File: config.mk
export PLATFORM = sky130hd
export DESIGN_NAME = serial_sub_ctrl_flat
export DESIGN_NICKNAME = d
export VERILOG_FILES = /design/src/rtl/serial_sub_ctrl_if.sv /design/src/rtl/serial_sub_ctrl.sv /design/src/flat_wrapper.sv
export SDC_FILE = /design/constraint.sdc
export NUM_CORES = 1
export LEC_CHECK = 0
export ABC_AREA = 1
export CAP_MARGIN = 0
export CORE_MARGIN = 2
export CORE_UTILIZATION = 25
export CTS_BUF_LIST = sky130_fd_sc_hd__clkbuf_2 sky130_fd_sc_hd__clkbuf_4 sky130_fd_sc_hd__clkbuf_8
export DETAILED_ROUTE_END_ITERATION = 12
export GPL_ROUTABILITY_DRIVEN = 0
export HOLD_SLACK_MARGIN = 0.03
export SKIP_CTS_REPAIR_TIMING = 1
export SYNTH_ARGS = -nofsm -noshare
export SYNTH_HDL_FRONTEND = slang
export SYNTH_SLANG_ARGS = --single-unit
File: constraint.sdc
create_clock -name clock -period 2.8 [get_ports clock]
set_input_delay 0.42 -clock clock [delete_from_list [all_inputs] [get_ports clock]]
set_output_delay 0.42 -clock clock [all_outputs]
set_load 0.02 [all_outputs]
File: src/rtl/serial_sub_ctrl_if.sv
// Start/done handshake, operands and results of the bit-serial subtractor.
interface serial_sub_ctrl_if #(
  parameter int unsigned WIDTH = 8
);
  logic             start;
  logic [WIDTH-1:0] a;
  logic [WIDTH-1:0] b;
  logic             bin;
  logic [WIDTH-1:0] diff;
  logic             bout;
  logic             busy;
  logic             done;
  logic             ovf;

  modport master (
    output start, a, b, bin,
    input  diff, bout, busy, done, ovf
  );

  modport slave (
    input  start, a, b, bin,
    output diff, bout, busy, done, ovf
  );
endinterface

File: src/rtl/serial_sub_ctrl.sv
// Bit-serial LSB-first subtractor: diff = a - b - bin over WIDTH clocks with one full-subtractor.
// Define SERIAL_SUB_SIGNED_EN to register two's-complement overflow on ovf (tied to 0 otherwise).
module serial_sub_ctrl #(
  parameter int unsigned WIDTH = 8
) (
  input  logic              clock,
  input  logic              reset_n,
  serial_sub_ctrl_if.slave  bus
);

  localparam int unsigned CntW = (WIDTH > 1) ? $clog2(WIDTH) : 1;
  localparam logic [CntW-1:0] LastCnt = CntW'(WIDTH - 1);

  typedef enum logic [1:0] {StIdle, StRun, StDone} state_e;

  state_e           state_q;
  logic [WIDTH-1:0] a_sh_q, b_sh_q, res_sh_q, diff_q;
  logic             br_q, bout_q, busy_q, done_q;
  logic [CntW-1:0]  cnt_q;

  logic x, y, d, bo, last, accept;

  always_comb begin
    x      = a_sh_q[0];
    y      = b_sh_q[0];
    d      = x ^ y ^ br_q;
    bo     = (~x & y) | (~(x ^ y) & br_q);
    last   = (cnt_q == LastCnt);
    accept = (state_q != StRun) && bus.start;
  end

  always_ff @(posedge clock or negedge reset_n) begin
    if (!reset_n) begin
      state_q  <= StIdle;
      a_sh_q   <= '0;
      b_sh_q   <= '0;
      res_sh_q <= '0;
      diff_q   <= '0;
      br_q     <= 1'b0;
      bout_q   <= 1'b0;
      busy_q   <= 1'b0;
      done_q   <= 1'b0;
      cnt_q    <= '0;
    end else begin
      done_q <= 1'b0;
      unique case (state_q)
        StIdle, StDone: begin
          if (bus.start) begin
            a_sh_q  <= bus.a;
            b_sh_q  <= bus.b;
            br_q    <= bus.bin;
            cnt_q   <= '0;
            busy_q  <= 1'b1;
            state_q <= StRun;
          end else begin
            state_q <= StIdle;
          end
        end
        StRun: begin
          res_sh_q <= {d, res_sh_q[WIDTH-1:1]};
          a_sh_q   <= a_sh_q >> 1;
          b_sh_q   <= b_sh_q >> 1;
          br_q     <= bo;
          if (last) begin
            diff_q  <= {d, res_sh_q[WIDTH-1:1]};
            bout_q  <= bo;
            busy_q  <= 1'b0;
            done_q  <= 1'b1;
            state_q <= StDone;
          end else begin
            cnt_q <= cnt_q + 1'b1;
          end
        end
        default: state_q <= StIdle;
      endcase
    end
  end

`ifdef SERIAL_SUB_SIGNED_EN
  // Operand MSBs are shifted out early, so keep copies for the overflow test.
  logic a_msb_q, b_msb_q, ovf_q;

  always_ff @(posedge clock or negedge reset_n) begin
    if (!reset_n) begin
      a_msb_q <= 1'b0;
      b_msb_q <= 1'b0;
      ovf_q   <= 1'b0;
    end else if (accept) begin
      a_msb_q <= bus.a[WIDTH-1];
      b_msb_q <= bus.b[WIDTH-1];
    end else if (state_q == StRun && last) begin
      // d is the result MSB on the final edge
      ovf_q <= (a_msb_q != b_msb_q) && (d != a_msb_q);
    end
  end

  assign bus.ovf = ovf_q;
`else
  assign bus.ovf = 1'b0;
`endif

  assign bus.diff = diff_q;
  assign bus.bout = bout_q;
  assign bus.busy = busy_q;
  assign bus.done = done_q;

endmodule

File: src/flat_wrapper.sv
// flat-port wrapper written by rule: the top's interface ports become plain ports
module serial_sub_ctrl_flat 
#(
  parameter int unsigned WIDTH = 8
)
  (clock, reset_n, bus_start, bus_a, bus_b, bus_bin, bus_diff, bus_bout, bus_busy, bus_done, bus_ovf);
  serial_sub_ctrl_if #(.WIDTH(WIDTH)) bus_i ();
  input  logic clock;
  input  logic reset_n;
  input wire logic [$bits(bus_i.start)-1:0] bus_start;
  input wire logic [$bits(bus_i.a)-1:0] bus_a;
  input wire logic [$bits(bus_i.b)-1:0] bus_b;
  input wire logic [$bits(bus_i.bin)-1:0] bus_bin;
  output wire logic [$bits(bus_i.diff)-1:0] bus_diff;
  output wire logic [$bits(bus_i.bout)-1:0] bus_bout;
  output wire logic [$bits(bus_i.busy)-1:0] bus_busy;
  output wire logic [$bits(bus_i.done)-1:0] bus_done;
  output wire logic [$bits(bus_i.ovf)-1:0] bus_ovf;
  assign bus_i.start = bus_start;
  assign bus_i.a = bus_a;
  assign bus_i.b = bus_b;
  assign bus_i.bin = bus_bin;
  assign bus_diff = bus_i.diff;
  assign bus_bout = bus_i.bout;
  assign bus_busy = bus_i.busy;
  assign bus_done = bus_i.done;
  assign bus_ovf = bus_i.ovf;
  serial_sub_ctrl #(.WIDTH(WIDTH)) u_core (.clock(clock), .reset_n(reset_n), .bus(bus_i));
endmodule
==> reports/metrics.csv, run 1 <==
stage;metric;value;unit
run_status;status;finished, final reports clean;
drt;drt_iter0_drc;113;
logic_synthesis;ys_seq_area_frac;0.584;
power_and_ir_drop;internal_power;1.41;mW
drt;drc;0;
logic_synthesis;synthesis.area;1710;um^2
final_layout;nets;239;
drt;vias_per_cell;4.54;
critical_path;required;2380;ps
drt;wl_per_cell;11.9;um
clock_tree;numCtsBuffers;5;
final_layout;fin_util;0.317;
global_route;gr-usage-met1;0.143;
drt;ant_nets;0;
sta;rsz0062_at_grt;no;
global_route;grt_util_all_layers;0.103;
global_route;grtUsageMet2;0.158;
clock_tree;cts_tree;yes;
critical_path;crit_family;buffers and inverters;
floorplan;start_util;0.255;
drt;firstDrtPassIters;5;
critical_path;path_class;register to output port;
global_route;grt_most_used_layer;met2;
final_layout;diodes;0;
clock_tree;root_buffer;clkbuf_8;
global_route;gr-total-overflow;0;
sta;fin_skew;5.88;ps
sta;final.setup.tns;0;ps
clock_tree;cts_num_sinks;40;
logic_synthesis;synth_seq_cells;40;
final_layout;fill_cells;710;
critical_path;cp_slowest_cell;clkdlybuf4s50_1;
global_route;grt_pass1_vias;1353;
power_and_ir_drop;p_per_area;1070;nW/um^2
clock_tree;clk_pin_slew_worst_paths;70;ps
logic_synthesis;yosysTopAreaCellShare;0.584;
logic_synthesis;synthArstFlopShare;1.00;
logic_synthesis;synth_area_per_cell;9.07;um^2
power_and_ir_drop;switchingPower;0.876;mW
place;dp.cells;289;
clock_tree;clk_path_buf_depth;2;
global_route;grt_pass1_wl;6.20;mm
logic_synthesis;synth_fp_nets;212;
final_layout;area_growth_syn_to_layout;24.4;%
floorplan;die_y;86.8;um
critical_path;path_buf_inv;1;
critical_path;crit_chain;clkdlybuf4s50_1;
logic_synthesis;yosysTopAreaCell;dfrtp_1;
place;hpwl;2.23;mm
power_and_ir_drop;combPwrFrac;0.402;
sta;setup_violations;0;
power_and_ir_drop;seqPwrFrac;0.436;
clock_tree;htreeDepth;2;
floorplan;dieWidth;86.8;um
place;port_buffers;30;
sta;min_period;1700;ps
critical_path;crit_path_end_kind;output port;
global_route;antenna_found_initial;0;
logic_synthesis;synth_cell_type_count;19;
final_layout;drive_gt1_frac;0.0694;
logic_synthesis;synth_cells;189;
sta;period_share;0.609;
drt;routed_wirelength;3.51;mm
drt;vias;1345;
floorplan;dieArea;7540;um^2
logic_synthesis;synth.area.top_cells;dfrtp_1 (58%), nand3_1 (15%), nand2_1 (11%), inv_1 (2.4%), buf_4 (2.2%);
logic_synthesis;synth_warnings;0;
logic_synthesis;synth.most_common_cell;nand3_1;
critical_path;cp_max_fo;2;
logic_synthesis;yosys-top-cells-count;nand3_1 (51), nand2_1 (50), dfrtp_1 (40), inv_1 (11);
power_and_ir_drop;peakVddDrop;374;uV
sta;worstMarginPinSlew;903;ps
global_route;met3_usage;0.0295;
final_layout;layout.cells.non_filler;296;
floorplan;rows;30;
critical_path;critPathMaxStageDelay;610;ps
job;maxCapViolations;0;
power_and_ir_drop;pwr-share-clk;0.162;
critical_path;cp.arrival;1280;ps
sta;slew_violations;0;
sta;hold_violations;0;
power_and_ir_drop;p_leak;1.02;nW
logic_synthesis;ys.flop_type;dfrtp_1;
power_and_ir_drop;swShare;0.383;
floorplan;ios;32;
sta;slew_headroom;0.398;
floorplan;core-area;6720;um^2
global_route;grt_max_degree;41;
critical_path;cp-start-kind;register;
logic_synthesis;synth_edf_count;0;
clock_tree;clock_latency;290;ps
sta;fmax;587;MHz
worst_hold_path;hold_path.class;input port to asynchronous set/reset pin;
==> worst register-to-register path, delay by kind of cell, from the launching register on <==
family | cells | cell delay, ps
buffers and inverters | 1 | 270
flip-flops | 1 | 370
AND/OR/NAND/NOR | 4 | 880
==> cell usage in the layout, fill, tap and decap left out, types with 2 or more instances in the layout <==
cell / count
a21oi_1: 3
clkbuf_8: 5
clkdlybuf4s50_1: 29
dfrtp_1: 40
ha_1: 2
inv_1: 11
inv_2: 2
nand2_1: 50
nand2_2: 2
nand3_1: 51
nor2_1: 4
o21ai_0: 5
o21ai_1: 3
==> state kept, by name (all words and copies together), names as in the netlist <==
name	flops
u_core.a_sh_q	8
u_core.b_sh_q	8
u_core.bus.diff	8
u_core.res_sh_q	7
u_core.cnt_q	3
u_core.state_q	2
u_core.br_q	1
u_core.bus.bout	1
u_core.bus.busy	1
u_core.bus.done	1
==> per-layer routing <==
metal,vias to the layer above,share of wire
li1,665,-
met1,637,0.50
met2,39,0.44
met3,4,0.056
met4,0,0.0077
met5,-,0
==> cell type report <==
cell class | count | area, um^2 | share of cell area
repair buffers | 31 | 303 | 0.142
flip-flops and latches | 40 | 1000 | 0.469
clock buffers | 6 | 76.3 | 0.0358
clock inverters | 1 | 5.00 | 0.00235
well taps | 80 | 100 | 0.0469
multi-input cells | 125 | 598 | 0.281
inverters | 13 | 48.8 | 0.0229
==> kinds of logic (layout without fill, tap and decap cells) <==
kind of cell,Yosys count,in the layout,synth area share
fa+ha+maj,3,3,0.0263
flops,40,40,0.584
buf+inv,24,51,0.0672
other cells,1,1,0.00219
compound gates,11,11,0.0321
simple gates,110,110,0.288
==> power by group through the flow <==
stage                     registers [mW]  clock network, mW  logic, mW
after floorplan                     1.05                  0      0.592
after global placement             0.995                  0      0.908
after global routing                1.03              0.408       1.06
final                              0.997              0.370      0.919
after detailed placement            1.01                  0      0.933
after CTS                           1.00              0.382      0.935
==> path summary, 6_finish.rpt <==
kind / startpoint / to / slack, ps / depth (start not counted)
max: u_core.bus.busy$_DFFE_PN0P_ / bus_busy / 1100 / 1
min: reset_n / u_core.bus.diff[0]$_DFFE_PN0P_ / 260 / 1
max reg2reg: u_core.state_q[1]$_DFFE_PN0P_ / u_core.cnt_q[1]$_DFFE_PN0P_ / 1210 / 5
min reg2reg: u_core.bus.diff[6]$_DFFE_PN0P_ / u_core.bus.diff[6]$_DFFE_PN0P_ / 480 / 2
max in group asynchronous: reset_n / u_core.b_sh_q[7]$_DFFE_PN0P_ / 1980 / 1
min in group clock: u_core.bus.diff[6]$_DFFE_PN0P_ / u_core.bus.diff[6]$_DFFE_PN0P_ / 480 / 2
==> per-stage QoR <==
stage          worst slack, ps  hold slack, ps  total power, mW  cell area (um^2)
2_1_floorplan             1540             124             1.64              1710
3_3_place_gp               995             462             1.90              2050
3_5_place_dp               986             464             1.94              2050
4_1_cts                   1080             295             2.32              2130
5_1_grt                   1030             323             2.50              2130
6_report                  1100             256             2.29              2130
Note: power is estimated with default switching activity, not from simulation.
==> inputs of run 2 (changes only) <==
==> constraint.sdc (replaced) <==
create_clock -name clock -period 1.4 [get_ports clock]
set_input_delay 0.21 -clock clock [delete_from_list [all_inputs] [get_ports clock]]
set_output_delay 0.21 -clock clock [all_outputs]
set_load 0.02 [all_outputs]
==> run 2 against run 1 <==
Core utilization is 3.0 points higher. Combinational power is 120% higher. Largest power group is now combinational logic. Worst hold slack better by 160 ps. Largest cell class unchanged. Die area stayed put. Clock skew is 0.72 ps lower.
==> reports/metrics.csv, run 2 (synthesis results as in run 1) <==
stage;metric;value;unit;change
sta;fin_ws;111;ps;-985 ps
sta;fmax;776;MHz;
floorplan;dieArea;7540;um^2;unchanged
floorplan;dieWidth;86.8;um;unchanged
clock_tree;cts_num_sinks;40;;unchanged
clock_tree;clock_latency;290;ps;about the same
job;maxCapViolations;0;;unchanged
sta;setup_violations;0;;unchanged
final_layout;area.sequential;1000;um^2;unchanged
critical_path;regToRegEndpoint;u_core.cnt_q[0]$_DFFE_PN0P_;;
place;pre_cts_slack;112;ps;-875 ps
worst_hold_path;hold_path.class;input port to asynchronous set/reset pin;;
sta;period_share;0.921;;
critical_path;required;1580;ps;-800 ps
floorplan;core-area;6720;um^2;unchanged
sta;slew_violations;0;;unchanged
place;hpwl;2.40;mm;+7.3%
floorplan;die_y;86.8;um;unchanged
global_route;grt_pass1_vias;1368;;+1.1%
global_route;antenna_found_initial;0;;unchanged
critical_path;critPathMaxStageDelay;410;ps;-200 ps
final_layout;mostFrequentLayoutCells;nand3_1 (51), nand2_1 (50), dfrtp_1 (40), clkdlybuf4s50_1 (18);;
critical_path;crit_path_end_kind;register;;
floorplan;start_util;0.255;;unchanged
sta;fin_skew;5.16;ps;-0.716 ps
drt;wl_per_cell;11.2;um;-5.5%
critical_path;cp_slowest_cell;dfrtp_1;;
final_layout;drive_gt1_frac;0.118;;+0.0485
floorplan;rows;30;;unchanged
critical_path;path_class;register to register;;
drt;vias_per_cell;4.46;;-1.8%
power_and_ir_drop;p_leak;1.24;nW;+21%
clock_tree;clk_pin_slew_worst_paths;80;ps;about the same
critical_path;r2r_cells;6;;+1
drt;drc;0;;unchanged
drt;vias;1379;;+2.5%
sta;hold_violations;0;;unchanged
critical_path;crit_start;u_core.cnt_q[0]$_DFFE_PN0P_;;
final_layout;layout.cells.non_filler;309;;+4.4%
clock_tree;root_buffer;clkbuf_8;;
place;dp.cells;300;;+3.8%
final_layout;diodes;0;;unchanged
final_layout;multiInputGateArea;598;um^2;unchanged
drt;routed_wirelength;3.46;mm;-1.4%
critical_path;crit_family;adder cells;;
power_and_ir_drop;peakVddDrop;549;uV;+47%
drt;ant_nets;0;;unchanged
critical_path;r2r-start;u_core.cnt_q[0]$_DFFE_PN0P_;;
power_and_ir_drop;p_per_area;2130;nW/um^2;+99%
critical_path;crit_chain;ha_1 -> ha_1 -> inv_1 -> nand3_1 -> nand3_1 -> nand2_1;;
global_route;grt_pass1_wl;6.00;mm;-3.1%
global_route;gr-total-overflow;0;;unchanged
clock_tree;clk_path_buf_depth;2;;unchanged
critical_path;cp_max_fo;4;;+2
final_layout;final_common_cell;nand3_1;;
critical_path;path_buf_inv;1;;unchanged
final_layout;nets;251;;+5.0%
global_route;grt_max_degree;41;;unchanged
critical_path;cp-start-kind;register;;
clock_tree;cts_tree;yes;;
drt;firstDrtPassIters;6;;+1
critical_path;cp.arrival;1470;ps;+190 ps
sta;rsz0062_at_grt;no;;
critical_path;crit_cells;6;;+5
drt;drt_iter0_drc;58;;-49%
final_layout;area_growth_syn_to_layout;36.1;%;
sta;min_period;1290;ps;
critical_path;crit_path_end;u_core.cnt_q[0]$_DFFE_PN0P_;;
floorplan;ios;32;;unchanged
global_route;grt_util_all_layers;0.102;;-0.000656
place;port_buffers;30;;unchanged
clock_tree;htreeDepth;2;;unchanged
run_status;status;finished, final reports clean;;
clock_tree;numCtsBuffers;5;;unchanged
critical_path;rrSetupSlack;110;ps;-1100 ps
final_layout;fill_cells;688;;-3.1%
## run 2: worst reg2reg max path: stages, from the launching register on
cell and delay (ps):
dfrtp_1 410, ha_1 220, ha_1 220, inv_1 60, nand3_1 130, nand3_1 100
nand2_1 50
## run 2: how the worst min path moves through the flow
stage,cells past startpoint,end,from
global placement,2,u_core.bus.diff[4]$_DFFE_PN0P_,reset_n
CTS,2,u_core.bus.diff[1]$_DFFE_PN0P_,reset_n
floorplan,0,u_core.a_sh_q[0]$_DFFE_PN0P_,reset_n
detailed placement,2,u_core.bus.diff[1]$_DFFE_PN0P_,reset_n
finish,3,u_core.bus.diff[1]$_DFFE_PN0P_,reset_n
global route,3,u_core.bus.diff[1]$_DFFE_PN0P_,reset_n
## run 2: cell type report
| type | count | area share |
|---|---|---|
| multi-input combinational | 125 | 0.256 |
| timing repair buffer | 43 | 0.203 |
| tap | 80 | 0.0429 |
| inverter | 13 | 0.0209 |
| sequential | 40 | 0.429 |
| clock inverter | 3 | 0.0182 |
| clock buffer | 5 | 0.0295 |
## run 2: layer usage
layer	routed length, um	GRT usage	up-vias
met5	0	0	-
met4	31	0.0369	0
met3	169	0.0295	4
met2	1530	0.163	35
met1	1730	0.133	649
li1	-	-	691
## run 2: power breakdown
part | leakage, nW | switching (mW) | total, mW | internal [mW]
logic | 0.690 | 1.11 | 2.06 | 0.945
registers | 0.495 | 0.301 | 1.99 | 1.69
clock network | 0.0541 | 0.405 | 0.932 | 0.527
## run 2: through the flow
stage | total power, mW | instance area [um^2] | TNS [ps] | util | hold slack, ps
after floorplan | 3.28 | 1710 | 0 | - | -85.6
after global placement | 4.05 | 2180 | 0 | 0.325 | 199
after detailed placement | 4.12 | 2180 | 0 | 0.325 | 201
after CTS | 5.08 | 2290 | -829 | 0.342 | -125
after global routing | 5.43 | 2330 | 0 | 0.347 | 441
final | 4.98 | 2330 | 0 | 0.347 | 420
==> inputs of run 3 (changes only) <==
--- a/config.mk
+++ b/config.mk
@@ -5,7 +5,7 @@
 export SDC_FILE = /design/constraint.sdc
 export NUM_CORES = 1
 export LEC_CHECK = 0
-export ABC_AREA = 1
+export ABC_AREA = 0
 export CAP_MARGIN = 0
 export CORE_MARGIN = 2
 export CORE_UTILIZATION = 25
==> constraint.sdc (replaced) <==
create_clock -name clock -period 1.27 [get_ports clock]
set_input_delay 0.1905 -clock clock [delete_from_list [all_inputs] [get_ports clock]]
set_output_delay 0.1905 -clock clock [all_outputs]
set_load 0.02 [all_outputs]
==> run 3 against run 2 <==
The run now ends with setup timing left. Core utilization rose by 0.79 points. Critical path type unchanged. Design area rose by 16%. Combinational power rose by 31%. Clock-buffer cell count did not move. Synthesized cell count fell by 14%. Die area rose by 13%. Non-clock buffer count rose by 2. Sequential power rose by 16%. Area after synthesis rose by 14%.
==> reports/metrics.csv, run 3 <==
stage;metric;value;unit;change
critical_path;required;1450;ps;-130 ps
logic_synthesis;synth_cell_type_count;27;;+8
logic_synthesis;synth.area.top_cells;dfrtp_1 (51%), mux2i_1 (8.2%), a211oi_1 (5.8%), mux2_1 (5.2%), nor2b_1 (4.8%);;
floorplan;dieArea;8520;um^2;+13%
place;port_buffers;30;;unchanged
global_route;met3_usage;0.0269;;-0.00267
logic_synthesis;yosysTopAreaCell;dfrtp_1;;
logic_synthesis;yosysTopAreaCellShare;0.513;;-0.0705
global_route;grt_pass1_vias;1241;;-9.3%
final_layout;fin_util;0.355;;+0.00793
drt;drc;0;;unchanged
logic_synthesis;yosys-top-cells-count;dfrtp_1 (40), a21oi_1 (16), mux2i_1 (16), a211oi_1 (15), nor2b_1 (15);;
drt;ant_nets;0;;unchanged
run_status;violations;setup timing;;
power_and_ir_drop;peakVddDrop;685;uV;+25%
sta;rsz0062_at_grt;yes;;
final_layout;area_growth_syn_to_layout;39.3;%;
clock_tree;cts_tree;yes;;
sta;fmax;743;MHz;-4.3%
critical_path;path_class;register to register;;
global_route;gr-usage-met1;0.122;;-0.0109
clock_tree;cts_num_sinks;40;;unchanged
logic_synthesis;ys_seq_area_frac;0.513;;-0.0705
clock_tree;numCtsBuffers;5;;unchanged
place;placed_area;2450;um^2;+12%
floorplan;start_util;0.255;;about the same
critical_path;crit_path_end_kind;register;;
final_layout;stdcell_area;2720;um^2;+16%
power_and_ir_drop;p_per_area;2370;nW/um^2;+11%
logic_synthesis;synth_warnings;0;;unchanged
sta;slew_violations;0;;unchanged
sta;min_period;1350;ps;+58.0 ps
job;maxCapViolations;0;;unchanged
global_route;gr-total-overflow;0;;unchanged
floorplan;ios;32;;unchanged
sta;fin_skew;3.03;ps;-2.13 ps
critical_path;cp.arrival;1530;ps;+60 ps
final_layout;final_common_cell;dfrtp_1;;
drt;drt_iter0_drc;50;;-14%
place;hpwl;2.34;mm;-2.5%
critical_path;cp-start-kind;register;;
global_route;grtUsageMet2;0.133;;-0.0299
sta;final.setup.tns;-812;ps;-812 ps
floorplan;rows;32;;+6.7%
global_route;grt_max_degree;43;;+4.9%
global_route;grt_most_used_layer;met2;;
global_route;grt_pass1_wl;6.02;mm;+0.33%
sta;fin_ws;-76.7;ps;-188 ps
critical_path;critPathMaxStageDelay;390;ps;-20 ps
final_layout;mostFrequentLayoutCells;dfrtp_1 (40), clkdlybuf4s50_1 (18), mux2i_1 (16);;
logic_synthesis;ys.flop_type;dfrtp_1;;
critical_path;cp_slowest_cell;dfrtp_1;;
critical_path;cp_max_fo;5;;+1
logic_synthesis;synth_edf_count;0;;unchanged
clock_tree;clk_path_buf_depth;2;;unchanged
logic_synthesis;synth_area_per_cell;12.0;um^2;+32%
global_route;antenna_found_initial;0;;unchanged
worst_hold_path;hold_path.class;input port to asynchronous set/reset pin;;
drt;vias_per_cell;4.37;;-2.2%
final_layout;nets;226;;-10%
final_layout;drive_gt1_frac;0.225;;+0.108
logic_synthesis;synth.most_common_cell;dfrtp_1;;
run_status;status;complete, but fails checks;;
clock_tree;htreeDepth;2;;unchanged
logic_synthesis;synth_fp_nets;186;;-12%
drt;firstDrtPassIters;4;;-2
floorplan;core-area;7650;um^2;+14%
logic_synthesis;synth_seq_cells;40;;unchanged
power_and_ir_drop;p_leak;1.26;nW;+1.6%
floorplan;die_y;92.3;um;+6.3%
global_route;grt_util_all_layers;0.0897;;-0.0128
sta;period_share;1.06;;+0.140
logic_synthesis;synthArstFlopShare;1.00;;unchanged
clock_tree;clk_pin_slew_worst_paths;80;ps;about the same
logic_synthesis;synthesis.area;1950;um^2;+14%
floorplan;dieWidth;92.3;um;+6.3%
clock_tree;root_buffer;clkbuf_8;;
drt;wl_per_cell;12.0;um;+6.7%
drt;vias;1336;;-3.1%
critical_path;path_buf_inv;0;;-1
critical_path;crit_family;flip-flops;;
clock_tree;clock_latency;290;ps;about the same
final_layout;diodes;0;;unchanged
critical_path;crit_chain;ha_2 -> ha_4 -> nand3b_4 -> mux2_4;;
sta;hold_violations;0;;unchanged
logic_synthesis;synth_cells;163;;-14%
sta;setup_violations;18;;+18
drt;routed_wirelength;3.66;mm;+5.6%
-- run 3: stage by stage --
| stage | setup WS [ps] | power (mW) | std cells | hold WS (ps) |
|---|---|---|---|---|
| floorplan | -117 | 3.96 | 163 | -105 |
| global placement | -98.9 | 4.77 | 294 | 182 |
| CTS | -235 | 6.32 | 302 | -148 |
| detailed placement | -123 | 4.86 | 294 | 179 |
| finish | -76.7 | 6.45 | 306 | 390 |
| global route | -130 | 6.92 | 306 | 408 |
-- run 3: area by class of cell --
type | count | area, um^2
clock buffers | 5 | 68.8
clock inverters | 3 | 90.1
fillers | 751 | 4930
inverters | 5 | 18.8
multi-input cells | 106 | 913
flip-flops and latches | 40 | 1000
well taps | 102 | 128
repair buffers | 45 | 495
-- run 3: routing by layer --
metal	wire, um	share of wire	vias up
met3	178	0.049	7
met1	1730	0.47	642
met4	58	0.016	0
met5	0	0	-
li1	-	-	656
met2	1690	0.46	31
-- run 3: logic make-up after synthesis --
group / count (synthesis) / share of synthesized area
AOI/OAI and AO/OA: 38 / 0.121
xor gates and xnor gates: 1 / 0.00449
adders and majority gates: 3 / 0.0231
buffers and inverters: 18 / 0.0571
DFF: 40 / 0.513
muxes: 33 / 0.192
other: 1 / 0.00192
and+or+nand+nor: 29 / 0.0867
-- run 3: report_power, final --
part	internal (mW)	switching (mW)
registers	1.88	0.431
clock network	0.983	0.461
logic	1.56	1.13
-- run 3: path summary, 6_finish.rpt --
| path | end | depth (start not counted) | startpoint | slack (ps) |
|---|---|---|---|---|
| max reg2reg | u_core.bus.diff[7]$_DFFE_PN0P_ | 4 | u_core.cnt_q[1]$_DFFE_PN0P_ | -80 |
| min | u_core.bus.diff[1]$_DFFE_PN0P_ | 3 | reset_n | 390 |
| max in group asynchronous | u_core.b_sh_q[3]$_DFFE_PN0P_ | 3 | reset_n | 680 |
| max | u_core.bus.diff[7]$_DFFE_PN0P_ | 4 | u_core.cnt_q[1]$_DFFE_PN0P_ | -80 |
| min reg2reg | u_core.bus.diff[0]$_DFFE_PN0P_ | 1 | u_core.res_sh_q[1]$_DFFE_PN0N_ | 510 |
| min in group clock | u_core.bus.diff[0]$_DFFE_PN0P_ | 1 | u_core.res_sh_q[1]$_DFFE_PN0N_ | 510 |
-- run 3: tightest hold or removal path, stage by stage --
cell           delay, ps
dlygate4sd3_1        520
buf_2                120
buf_12               220
